`config.mk`:
```
export PLATFORM = sky130hd
export DESIGN_NAME = pwm_gen_core_flat
export DESIGN_NICKNAME = d
export VERILOG_FILES = /design/src/rtl/pwm_gen_pkg.sv /design/src/rtl/pwm_gen_if.sv /design/src/rtl/pwm_edge_det.sv /design/src/rtl/pwm_gen_core.sv /design/src/flat_wrapper.sv
export SDC_FILE = /design/constraint.sdc
export NUM_CORES = 1
export LEC_CHECK = 0
export CORE_ASPECT_RATIO = 0.5
export CORE_UTILIZATION = 42
export CTS_BUF_LIST = sky130_fd_sc_hd__clkbuf_4
export DETAILED_ROUTE_END_ITERATION = 6
export MAX_ROUTING_LAYER = met4
export PLACE_DENSITY_LB_ADDON = 0.05
export REMOVE_ABC_BUFFERS = 1
export SETUP_SLACK_MARGIN = 0.15
export SLEW_MARGIN = 20
export SYNTH_ARGS = -nofsm -noshare
export SYNTH_HDL_FRONTEND = slang
export SYNTH_SLANG_ARGS = --single-unit
```
`constraint.sdc`:
```
create_clock -name pclk -period 2.9 [get_ports pclk]
set_input_delay 0.435 -clock pclk [delete_from_list [all_inputs] [get_ports pclk]]
set_output_delay 0.435 -clock pclk [all_outputs]
set_load 0.02 [all_outputs]
```
`src/rtl/pwm_gen_pkg.sv`:
```
// pwm_gen_pkg: shared width default, FSM states and saturating step helpers
package pwm_gen_pkg;
    localparam int CW_DEF = 10;
    typedef enum logic {IDLE, RUN} state_t;
    function automatic int unsigned sat_inc(input int unsigned v, input int unsigned max);
        return v >= max ? max : v + 32'd1;
    endfunction
    function automatic int unsigned sat_dec(input int unsigned v);
        return v == 32'd0 ? 32'd0 : v - 32'd1;
    endfunction
endpackage

```
`src/rtl/pwm_gen_if.sv`:
```
// pwm_gen_if: GVIO control probes into the PWM core and its readback
interface pwm_gen_if import pwm_gen_pkg::*; #(parameter int CW = CW_DEF);
    logic pwm_en, up, down, initial_update, duty_cycle_update;
    logic [CW-1:0] initial_cycle, initial_duty_cycle, duty_cycle;
    logic pwm_o, period_end_o;
    logic [CW-1:0] cur_cycle_o, cur_duty_o;
    modport master (
        output pwm_en, up, down, initial_update, duty_cycle_update,
        output initial_cycle, initial_duty_cycle, duty_cycle,
        input pwm_o, period_end_o, cur_cycle_o, cur_duty_o
    );
    modport slave (
        input pwm_en, up, down, initial_update, duty_cycle_update,
        input initial_cycle, initial_duty_cycle, duty_cycle,
        output pwm_o, period_end_o, cur_cycle_o, cur_duty_o
    );
endinterface

```
`src/rtl/pwm_edge_det.sv`:
```
// pwm_edge_det: one-cycle pulse on each rising edge of a level input
module pwm_edge_det (
    input  logic clk,
    input  logic rst,
    input  logic d,
    output logic pulse
);
    logic prev;
    always_ff @(posedge clk or posedge rst)
        if (rst) prev <= 1'b0;
        else prev <= d;
    assign pulse = d & ~prev;
endmodule

```
`src/rtl/pwm_gen_core.sv`:
```
// pwm_gen_core: PWM generator with double-buffered period/duty applied at period wrap
module pwm_gen_core import pwm_gen_pkg::*; #(parameter int CW = CW_DEF) (
    input logic pclk,
    input logic rst,
    pwm_gen_if.slave bus
);
    localparam int unsigned MAXV = (32'd1 << CW) - 32'd1;
    logic up_p, dn_p, iu_p, du_p;
    pwm_edge_det u_up (.clk(pclk), .rst(rst), .d(bus.up), .pulse(up_p));
    pwm_edge_det u_dn (.clk(pclk), .rst(rst), .d(bus.down), .pulse(dn_p));
    pwm_edge_det u_iu (.clk(pclk), .rst(rst), .d(bus.initial_update), .pulse(iu_p));
    pwm_edge_det u_du (.clk(pclk), .rst(rst), .d(bus.duty_cycle_update), .pulse(du_p));
    state_t state;
    logic [CW-1:0] cnt, cur_cycle, cur_duty, sh_cycle, sh_duty;
    logic [CW-1:0] cap_duty, base, sh_cycle_n, sh_duty_n;
    logic pend_cycle, pend_duty, pwm, period_end, step, wrap, load;
    // duty_cycle_update wins over initial_update for the duty shadow; steps stack on top
    assign cap_duty = du_p ? bus.duty_cycle : iu_p ? bus.initial_duty_cycle : sh_duty;
    assign base = (pend_duty | du_p | iu_p) ? cap_duty : cur_duty;
    assign step = up_p ^ dn_p;
    assign sh_duty_n = !step ? cap_duty : up_p ? CW'(sat_inc(32'(base), MAXV)) : CW'(sat_dec(32'(base)));
    assign sh_cycle_n = iu_p ? bus.initial_cycle : sh_cycle;
    assign wrap = state == RUN && cur_cycle != '0 && cnt == cur_cycle - CW'(1);
    // a zero period never wraps, so shadows load directly to avoid a deadlock
    assign load = state == IDLE || cur_cycle == '0 || wrap;
    always_ff @(posedge pclk or posedge rst)
        if (rst) begin
            state <= IDLE;
            cnt <= '0;
            cur_cycle <= '0;
            cur_duty <= '0;
            sh_cycle <= '0;
            sh_duty <= '0;
            pend_cycle <= 1'b0;
            pend_duty <= 1'b0;
            pwm <= 1'b0;
            period_end <= 1'b0;
        end else begin
            sh_cycle <= sh_cycle_n;
            sh_duty <= sh_duty_n;
            pend_cycle <= (pend_cycle & ~load) | iu_p;
            pend_duty <= (pend_duty & ~load) | iu_p | du_p | step;
            if (load && pend_cycle) cur_cycle <= sh_cycle;
            if (load && pend_duty) cur_duty <= sh_duty;
            if (state == IDLE || !bus.pwm_en) begin
                state <= bus.pwm_en ? RUN : IDLE;
                cnt <= '0;
                pwm <= 1'b0;
                period_end <= 1'b0;
            end else begin
                cnt <= (wrap || cur_cycle == '0) ? '0 : cnt + CW'(1);
                period_end <= wrap;
                pwm <= cur_cycle != '0 && cnt < cur_duty;
            end
        end
    assign bus.pwm_o = pwm;
    assign bus.period_end_o = period_end;
    assign bus.cur_cycle_o = cur_cycle;
    assign bus.cur_duty_o = cur_duty;
endmodule

```
`src/flat_wrapper.sv`:
```
// flat-port wrapper written by rule: the top's interface ports become plain ports
module pwm_gen_core_flat import pwm_gen_pkg::*;
#(parameter int CW = CW_DEF)
  (pclk, rst, bus_pwm_en, bus_up, bus_down, bus_initial_update, bus_duty_cycle_update, bus_initial_cycle, bus_initial_duty_cycle, bus_duty_cycle, bus_pwm_o, bus_period_end_o, bus_cur_cycle_o, bus_cur_duty_o);
  pwm_gen_if #(.CW(CW)) bus_i ();
  input logic pclk;
  input logic rst;
  input wire logic [$bits(bus_i.pwm_en)-1:0] bus_pwm_en;
  input wire logic [$bits(bus_i.up)-1:0] bus_up;
  input wire logic [$bits(bus_i.down)-1:0] bus_down;
  input wire logic [$bits(bus_i.initial_update)-1:0] bus_initial_update;
  input wire logic [$bits(bus_i.duty_cycle_update)-1:0] bus_duty_cycle_update;
  input wire logic [$bits(bus_i.initial_cycle)-1:0] bus_initial_cycle;
  input wire logic [$bits(bus_i.initial_duty_cycle)-1:0] bus_initial_duty_cycle;
  input wire logic [$bits(bus_i.duty_cycle)-1:0] bus_duty_cycle;
  output wire logic [$bits(bus_i.pwm_o)-1:0] bus_pwm_o;
  output wire logic [$bits(bus_i.period_end_o)-1:0] bus_period_end_o;
  output wire logic [$bits(bus_i.cur_cycle_o)-1:0] bus_cur_cycle_o;
  output wire logic [$bits(bus_i.cur_duty_o)-1:0] bus_cur_duty_o;
  assign bus_i.pwm_en = bus_pwm_en;
  assign bus_i.up = bus_up;
  assign bus_i.down = bus_down;
  assign bus_i.initial_update = bus_initial_update;
  assign bus_i.duty_cycle_update = bus_duty_cycle_update;
  assign bus_i.initial_cycle = bus_initial_cycle;
  assign bus_i.initial_duty_cycle = bus_initial_duty_cycle;
  assign bus_i.duty_cycle = bus_duty_cycle;
  assign bus_pwm_o = bus_i.pwm_o;
  assign bus_period_end_o = bus_i.period_end_o;
  assign bus_cur_cycle_o = bus_i.cur_cycle_o;
  assign bus_cur_duty_o = bus_i.cur_duty_o;
  pwm_gen_core #(.CW(CW)) u_core (.pclk(pclk), .rst(rst), .bus(bus_i));
endmodule
```
==> results of run 1 <==
==> per-stage QoR <==
| step | setup TNS (ns) | worst slack, ns |
|---|---|---|
| floorplan | -3.140 | -0.5464 |
| global placement | -3.723 | -0.3503 |
| detailed placement | -7.338 | -0.3760 |
| CTS | 0 | 0.1185 |
| global route | 0 | 0.06171 |
| finish | 0 | 0.1273 |
==> registers in the layout (all words and copies together), names as in the netlist, 10 cells and up <==
register / count
u_core.bus.cur_cycle_o: 10
u_core.bus.cur_duty_o: 10
u_core.cnt: 10
u_core.sh_cycle: 10
u_core.sh_duty: 10
==> power breakdown <==
part | internal (mW) | total (mW) | switching, mW | leakage [nW]
Sequential | 0.977 | 1.15 | 0.177 | 0.721
Combinational | 0.827 | 1.58 | 0.751 | 1.65
Clock | 0.366 | 0.700 | 0.334 | 0.0868
==> layout by cell type, fill, tap and decap left out, types with 12 or more instances in the layout <==
cell,count
inv_1,19
buf_4,66
xnor2_1,17
clkdlybuf4s50_1,56
nand2_1,53
nor2_1,41
dfrtp_1,58
ha_1,15
mux2_4,17
o21ai_0,12
==> logic make-up after synthesis <==
| group | count (synthesis) |
|---|---|
| buffers and inverters | 38 |
| AO/OA/AOI/OAI | 71 |
| XOR/XNOR | 29 |
| flip-flops | 59 |
| multiplexers | 25 |
| AND/OR/NAND/NOR | 173 |
| adder cells (fa/ha/maj) | 16 |
==> worst paths after layout <==
check / slack [ns] / start / to
min reg2reg: 0.48 / u_core.sh_cycle[0]$_DFFE_PP0N_ / u_core.sh_cycle[0]$_DFFE_PP0N_
max reg2reg: 0.13 / u_core.bus.cur_cycle_o[2]$_DFFE_PP0P_ / u_core.bus.cur_cycle_o[0]$_DFFE_PP0P_
max: 0.13 / u_core.bus.cur_cycle_o[2]$_DFFE_PP0P_ / u_core.bus.cur_cycle_o[0]$_DFFE_PP0P_
min in group asynchronous: 0.39 / rst / u_core.bus.cur_duty_o[8]$_DFFE_PP0P_
min: 0.20 / bus_duty_cycle_update / u_core.u_du.prev$_DFF_PP0_
max in group asynchronous: 1.91 / rst / u_core.cnt[4]$_DFF_PP0_
==> worst max-delay path, cell delays in order (launching register included) <==
cell and delay [ns]:
dfrtp_1 0.40, or4_4 0.55, or3_4 0.35, a2111oi_4 0.31, and3_1 0.20, o211ai_1 0.12
and2_4 0.20, nand2b_4 0.20, mux2_4 0.32
==> cell type report <==
class	count	area [sq um]	share of cell area, %
clock buffers	11	82.58	1.551
clock inverters	5	77.57	1.457
repair buffers	129	1151	21.62
flip-flops and latches	59	1478	27.75
multi-input cells	316	2305	43.28
diodes	1	2.502	0.04699
inverters	21	82.58	1.551
well taps	117	146.4	2.749
==> metal layers <==
layer  track usage [%]  up-vias  part of all wire [%]
li1                  -     1706                     -
met4             7.037        0                   1.3
met2             38.58       73                    45
met3             5.775       13                   4.1
met5                 -        -                     0
met1             32.93     1639                    49
==> repair_timing <==
action,in CTS,in global routing
pin swaps,5,4
resized for setup,13,24
setup buffers,6,1
setup endpoints to repair,39,39
cloned,2,0
==> results.yml, run 1 <==
clock_tree:
  clock_latency_ns: 0.43
  root_buffer: "clkbuf_4"
  clkSlewWorstSetupHoldPaths_ns: 0.12
  cts_made_buffers: 9
  cts.htree.levels: 3
  ctsHoldBuffers: 0
  cts_sinks: 59
  cts_tree: "done"
  clk_path_buf_depth: 2
synth:
  synth_xor_area_share_pct: 7.042
  syn_area_sq_um: 3802
  avgSynthCellArea_sq_um: 9.252
  synth_edf_count: 0
  ys_types: 56
  synth_area_leader_cell: "dfrtp_1"
  ys_ff_latch: 59
  synth_top_family_by_area: "simple AND/OR/NAND/NOR gates"
  synth_compound_area_share_pct: 12.64
  synth_top_area_share_pct: 38.83
  ys.flop_type: "dfrtp_1"
  ys_warn_count: 0
  synth_cells: 411
  synth_mux_area_share_pct: 8.885
  async_flop_share_pct: 100.0
  ys_top_cells_by_area: "dfrtp_1 39%, mux2_4 6.7%, nand2_1 5.3%"
  synthAdderAreaFrac_pct: 5.199
  synth.most_common_cell: "dfrtp_1"
  yosys.area_share.simple_pct: 22.94
  synthTopCellsByCount: "59 x dfrtp_1, 54 x nand2_1, 42 x nor2_1"
  seq_area_frac_synth_pct: 38.83
worst_hold_path:
  hold_depth: 1
  hold_class: "in2reg"
sta:
  hold_viol: 0
  clock_skew_ns: 0.01780
  worst_hold_slack_ns: 0.1989
  fin_crit_sh_pct: 95.61
  slew_viol_final: 0
  rsz0062_at_grt: "true"
  setup_violations: 0
  max-slew-margin-rel_pct: 58.64
  max_clock_freq_ghz: 0.3607
  worst_slew_pin_slew_ns: 0.6195
  min_period_ns: 2.773
worst_setup_path:
  cp_data_required_time_ns: 3.22
  crit_path_start_kind: "flip-flop"
  worstPathArrival_ns: 3.09
  worstRegToRegCells: 8
  criticalPathCategory: "reg2reg"
  end_kind: "flip-flop"
  crit_fanout: 6
routing:
  post-route-drc-count: 1
  drtIter0Drc: 207
  drt_wl_total_um: 10660
  drt.antenna.violating_nets: 0
  dr.pass1.iters: 7
  num_vias: 3431
  vias_per_cell: 5.206
  wire_per_inst_um: 16.17
layout:
  final_layout_size_suffix_gt1_share_pct: 25.32
  fillers: 734
  finish.instance_area_sq_um: 5325
  syn_to_final_growth_pct: 40.05
  fin_nets: 588
  fin_util_pct: 60.94
  layout.cells.non_filler: 659
power_and_ir_drop:
  power.total_mw: 3.432
  p_leak_nw: 2.455
  peakVddDrop_v: 0.0003669
  power_density_nw_per_um2: 644.5
place:
  placedCellCount: 633
  post-dp-hpwl_um: 8079
  io_buffer_count: 58
  gp_congestion: 0.8943
  dpl-instance-area_sq_um: 4943
grt:
  grt_max_degree: 35
  track_usage_pct: 25.04
  antenna_found_initial: 1
  grt-ovfl-total: 0
  grt_pass1_vias: 3505
  grt_pass1_wl_um: 17330
floorplan:
  num_io_pins: 59
  rows: 24
  start_util_pct: 43.51
  coreArea_sq_um: 8738
  die_w_um: 136.6
  die_h_um: 69.28
  die_area_sq_um: 9461
status:
  status: "complete, but fails checks"
  violations: "DRC"
job:
  max-cap-violations: 0
(Power assumes the default switching activity.)
==> run 2: changes to the inputs <==
Settings changed: CTS_BUF_LIST sky130_fd_sc_hd__clkbuf_4 to sky130_fd_sc_hd__clkbuf_8 sky130_fd_sc_hd__clkbuf_16.
==> results.yml, run 2 (synthesis gave the netlist of run 1 again) <==
worst_setup_path:
  slowest_delay_ns: 0.55
  critPathBufInv: 0
  cp_data_required_time_ns: 3.11
  crit_path_start_kind: "flip-flop"
  crit_slowest_cell: "or4_4"
  criticalPathCategory: "reg2reg"
  crit_family: "simple AND/OR/NAND/NOR gates"
  r2r-end: "u_core.bus.cur_cycle_o[4]$_DFFE_PP0P_"
  end_kind: "flip-flop"
  rr_startpoint: "u_core.bus.cur_cycle_o[2]$_DFFE_PP0P_"
  crit_fanout: 6
  worstPathArrival_ns: 2.98
  worstRegToRegCells: 8
  regToRegSetupSlack_ns: 0.14
  path_cells: "or4_4, or3_4, a2111oi_4, and3_1, o211ai_1, and2_4, nand2b_4, mux2_4"
clock_tree:
  cts.htree.levels: 3
  cts_made_buffers: 9
  root_buffer: "clkbuf_16"
  clock_latency_ns: 0.33
  cts_tree: "done"
  ctsHoldBuffers: 0
  clk_path_buf_depth: 2
  cts_sinks: 59
  clkSlewWorstSetupHoldPaths_ns: 0.06
grt:
  grt-ovfl-total: 0
  antenna_found_initial: 0
  grt_pass1_vias: 3527
  track_usage_pct: 25.42
  grt_pass1_wl_um: 17550
  grt_max_degree: 35
sta:
  worst_slew_pin_slew_ns: 0.6191
  rsz0062_at_grt: "true"
  slew_viol_final: 0
  setup_violations: 0
  fin_crit_sh_pct: 95.20
  worst_hold_slack_ns: 0.4229
  clock_skew_ns: 0.005749
  min_period_ns: 2.761
  hold_viol: 0
  max_clock_freq_ghz: 0.3622
  finalWorstSetupSlack_ns: 0.1393
  max-slew-margin-rel_pct: 58.67
routing:
  drtIter0Drc: 171
  drt_wl_total_um: 10800
  dr.pass1.iters: 6
  vias_per_cell: 5.225
  wire_per_inst_um: 16.41
  num_vias: 3438
  post-route-drc-count: 0
  drt.antenna.violating_nets: 0
power_and_ir_drop:
  clockPowerShare_pct: 29.0
  power_frac_seq_pct: 30.0
  switching_share_pct: 34.05
  p_sw_mw: 1.316
  power.total_mw: 3.866
  p_int_mw: 2.550
  peakVddDrop_v: 0.0004208
  power_density_nw_per_um2: 706.7
  p_leak_nw: 2.514
  p_comb_share_pct: 41.0
place:
  preCtsSetupSlack_ns: -0.3760
  post-dp-hpwl_um: 8079
  gp_congestion: 0.8943
  io_buffer_count: 58
  placedCellCount: 633
floorplan:
  die_w_um: 136.6
  rows: 24
  num_io_pins: 59
  die_area_sq_um: 9461
  die_h_um: 69.28
  start_util_pct: 43.51
  coreArea_sq_um: 8738
worst_hold_path:
  min_from: "bus_duty_cycle_update"
  min_to: "u_core.u_du.prev$_DFF_PP0_"
  hold_class: "in2reg"
  hold_depth: 1
layout:
  syn_to_final_growth_pct: 43.86
  antenna_cells: 0
  layout_commonest_cell: "buf_4"
  fin_nets: 588
  final_layout_size_suffix_gt1_share_pct: 25.51
  final_cell_mix: "68 x buf_4, 58 x dfrtp_1, 56 x clkdlybuf4s50_1"
  layout.cells.non_filler: 658
job:
  max-cap-violations: 0
status:
  status: "finished, final reports clean"
==> run 2: worst max path at each step <==
stage	start	cells past startpoint	end	slack, ns
final	u_core.bus.cur_cycle_o[2]$_DFFE_PP0P_	8	u_core.bus.cur_cycle_o[4]$_DFFE_PP0P_	0.14
after floorplan	bus_initial_update	8	u_core.sh_duty[8]$_DFF_PP0_	-0.55
after CTS	u_core.bus.cur_cycle_o[2]$_DFFE_PP0P_	8	u_core.bus.cur_cycle_o[0]$_DFFE_PP0P_	0.13
after detailed placement	bus_initial_update	10	u_core.sh_duty[3]$_DFF_PP0_	-0.38
after global routing	u_core.bus.cur_cycle_o[2]$_DFFE_PP0P_	8	u_core.bus.cur_cycle_o[4]$_DFFE_PP0P_	0.07
after global placement	bus_duty_cycle_update	10	u_core.sh_duty[3]$_DFF_PP0_	-0.35
==> run 2: per-stage QoR <==
step / util (%) / TNS, ns / area (sq um)
final: 62.60 / 0 / 5470
after global routing: 62.60 / 0 / 5470
after CTS: 61.70 / 0 / 5391
after detailed placement: 56.57 / -7.338 / 4943
after global placement: 56.57 / -3.723 / 4943
after floorplan: - / -3.140 / 3711
==> run 2: what timing repair did <==
action	CTS	global route
setup endpoints to repair	41	39
pin swaps	5	4
hold endpoints to repair	0	0
buffers inserted	6	1
gates cloned	2	0
gates resized for setup	17	21
==> run 2: per-layer routing <==
| metal | share of wire, % | global-route usage [%] |
|---|---|---|
| met5 | 0 | - |
| met4 | 1.4 | 7.284 |
| met3 | 4.4 | 5.263 |
| met2 | 46 | 39.20 |
| met1 | 49 | 33.72 |
==> run 2: power by group through the flow <==
stage / logic (mW) / clock network [mW] / registers [mW]
after floorplan: 0.718 / 0 / 1.24
after global placement: 1.45 / 0 / 1.16
after detailed placement: 1.48 / 0 / 1.16
after CTS: 1.56 / 1.14 / 1.15
after global routing: 1.71 / 1.18 / 1.18
final: 1.59 / 1.12 / 1.16
==> run 2: layout make-up <==
class                           count  area (sq um)
Fill cell                         712          3268
Multi-Input combinational cell    316          2317
Sequential cell                    59          1478
Timing Repair Buffer              129          1136
Clock buffer                        9         225.2
Tap cell                          117         146.4
Clock inverter                      7         85.08
Inverter                           21         82.58
==> run 3: changes to the inputs <==
Settings changed: CORE_MARGIN from default to 2, CTS_CLUSTER_SIZE from default to 20, SLEW_MARGIN 20 to default.
==> results.yml, run 3 (synthesis gave the netlist of run 1 again) <==
routing:
  vias_per_cell: 5.389
  post-route-drc-count: 0
  drt_wl_total_um: 11730
  num_vias: 3584
  wire_per_inst_um: 17.64
  drt.antenna.violating_nets: 0
  dr.pass1.iters: 4
  drtIter0Drc: 222
place:
  gp_congestion: 0.9255
  io_buffer_count: 58
  preCtsSetupSlack_ns: -0.4118
  dpl-instance-area_sq_um: 4959
  post-dp-hpwl_um: 8461
  placedCellCount: 635
floorplan:
  die_h_um: 71.28
  coreArea_sq_um: 8738
  die_area_sq_um: 9877
  num_io_pins: 59
  start_util_pct: 43.51
  rows: 24
  die_w_um: 138.6
clock_tree:
  ctsHoldBuffers: 0
  cts_tree: "done"
  clkSlewWorstSetupHoldPaths_ns: 0.05
  cts.htree.levels: 3
  cts_made_buffers: 9
  clock_latency_ns: 0.34
  cts_sinks: 59
  root_buffer: "clkbuf_16"
  clk_path_buf_depth: 2
power_and_ir_drop:
  power_frac_seq_pct: 29.4
  power_density_nw_per_um2: 702.7
  p_comb_share_pct: 42.1
  p_int_mw: 2.576
  peakVddDrop_v: 0.0005767
  power.total_mw: 3.934
  switching_share_pct: 34.53
  p_sw_mw: 1.359
  p_leak_nw: 2.557
  clockPowerShare_pct: 28.5
grt:
  track_usage_pct: 24.91
  grt_max_degree: 35
  grt_pass1_vias: 3547
  antenna_found_initial: 0
  grt-ovfl-total: 0
  grt_pass1_wl_um: 18550
sta:
  min_period_ns: 2.776
  rsz0062_at_grt: "true"
  setup_violations: 0
  slew_viol_final: 0
  clock_skew_ns: 0.007980
  finalWorstSetupSlack_ns: 0.1240
  worst_slew_pin_slew_ns: 0.5965
  fin_crit_sh_pct: 95.72
  worst_hold_slack_ns: 0.3757
  max-slew-margin-rel_pct: 60.18
  max_clock_freq_ghz: 0.3602
  setup_tns_ns: 0
  hold_viol: 0
job:
  max-cap-violations: 0
layout:
  finish.instance_area_sq_um: 5599
  fin_util_pct: 64.08
  final_layout_size_suffix_gt1_share_pct: 27.01
  final_cell_mix: "70 x buf_4, 58 x dfrtp_1, 56 x clkdlybuf4s50_1"
  layout.cells.non_filler: 665
  antenna_cells: 0
  fin_nets: 595
  layout_commonest_cell: "buf_4"
  syn_to_final_growth_pct: 47.25
worst_setup_path:
  rr_startpoint: "u_core.bus.cur_cycle_o[3]$_DFFE_PP0P_"
  end_kind: "flip-flop"
  regToRegSetupSlack_ns: 0.12
  startpoint: "u_core.bus.cur_cycle_o[3]$_DFFE_PP0P_"
  worstRegToRegCells: 8
  cp_data_required_time_ns: 3.11
  worstPathArrival_ns: 2.99
  criticalPathCategory: "reg2reg"
  crit_path_start_kind: "flip-flop"
  crit_end: "u_core.bus.cur_cycle_o[4]$_DFFE_PP0P_"
  r2r-end: "u_core.bus.cur_cycle_o[4]$_DFFE_PP0P_"
  crit_fanout: 6
status:
  status: "finished, final reports clean"
worst_hold_path:
  hold_class: "in2reg"
==> run 3: cell types whose count changed in the layout (fill, tap and decap cells not counted), sizes merged <==
cell and change:
buf +6, dlymetal6s2s +1
==> run 3: area by class of cell <==
cell class	instances	area [sq um]
clock buffers	9	225.2
clock inverters	7	85.08
fillers	705	3139
inverters	21	82.58
multi-input cells	316	2354
flip-flops and latches	59	1478
well taps	117	146.4
repair buffers	136	1229
==> run 3: power by group through the flow <==
| stage | clock network (mW) | registers [mW] | logic [mW] |
|---|---|---|---|
| after global placement | 0 | 1.16 | 1.48 |
| final | 1.12 | 1.16 | 1.66 |
| after global routing | 1.18 | 1.18 | 1.78 |
| after CTS | 1.13 | 1.15 | 1.59 |
| after floorplan | 0 | 1.24 | 0.718 |
| after detailed placement | 0 | 1.16 | 1.50 |
==> run 3: layer usage <==
layer / part of all wire (%) / up-vias / global-route usage [%]
met4: 1.6 / 0 / 6.916
li1: - / 1718 / -
met3: 5.1 / 19 / 5.281
met2: 47 / 109 / 39.99
met5: 0 / - / -
met1: 46 / 1738 / 32.51
==> run 3: worst max-delay path: stages (launching register included) <==
cell	delay, ns
dfrtp_1	0.37
or4_4	0.54
or3_4	0.36
a2111oi_4	0.34
and3_1	0.20
o211ai_1	0.12
and2_4	0.20
nand2b_4	0.20
mux2_4	0.32
==> run 3: timing repair <==
item,CTS,global route
pin swaps,9,9
endpoints found under the setup margin,41,39
setup buffers,9,2
gates cloned,2,1
gates resized for setup,17,30
==> run 3: how the worst min path moves through the flow <==
stage	start	to	cells past startpoint
after floorplan	u_core.sh_cycle[0]$_DFFE_PP0N_	u_core.sh_cycle[0]$_DFFE_PP0N_	2
after global placement	u_core.sh_cycle[0]$_DFFE_PP0N_	u_core.sh_cycle[0]$_DFFE_PP0N_	2
after detailed placement	u_core.sh_cycle[1]$_DFFE_PP0N_	u_core.sh_cycle[1]$_DFFE_PP0N_	2
after CTS	u_core.sh_cycle[1]$_DFFE_PP0N_	u_core.sh_cycle[1]$_DFFE_PP0N_	2
after global routing	bus_duty_cycle_update	u_core.u_du.prev$_DFF_PP0_	2
final	bus_duty_cycle_update	u_core.u_du.prev$_DFF_PP0_	2
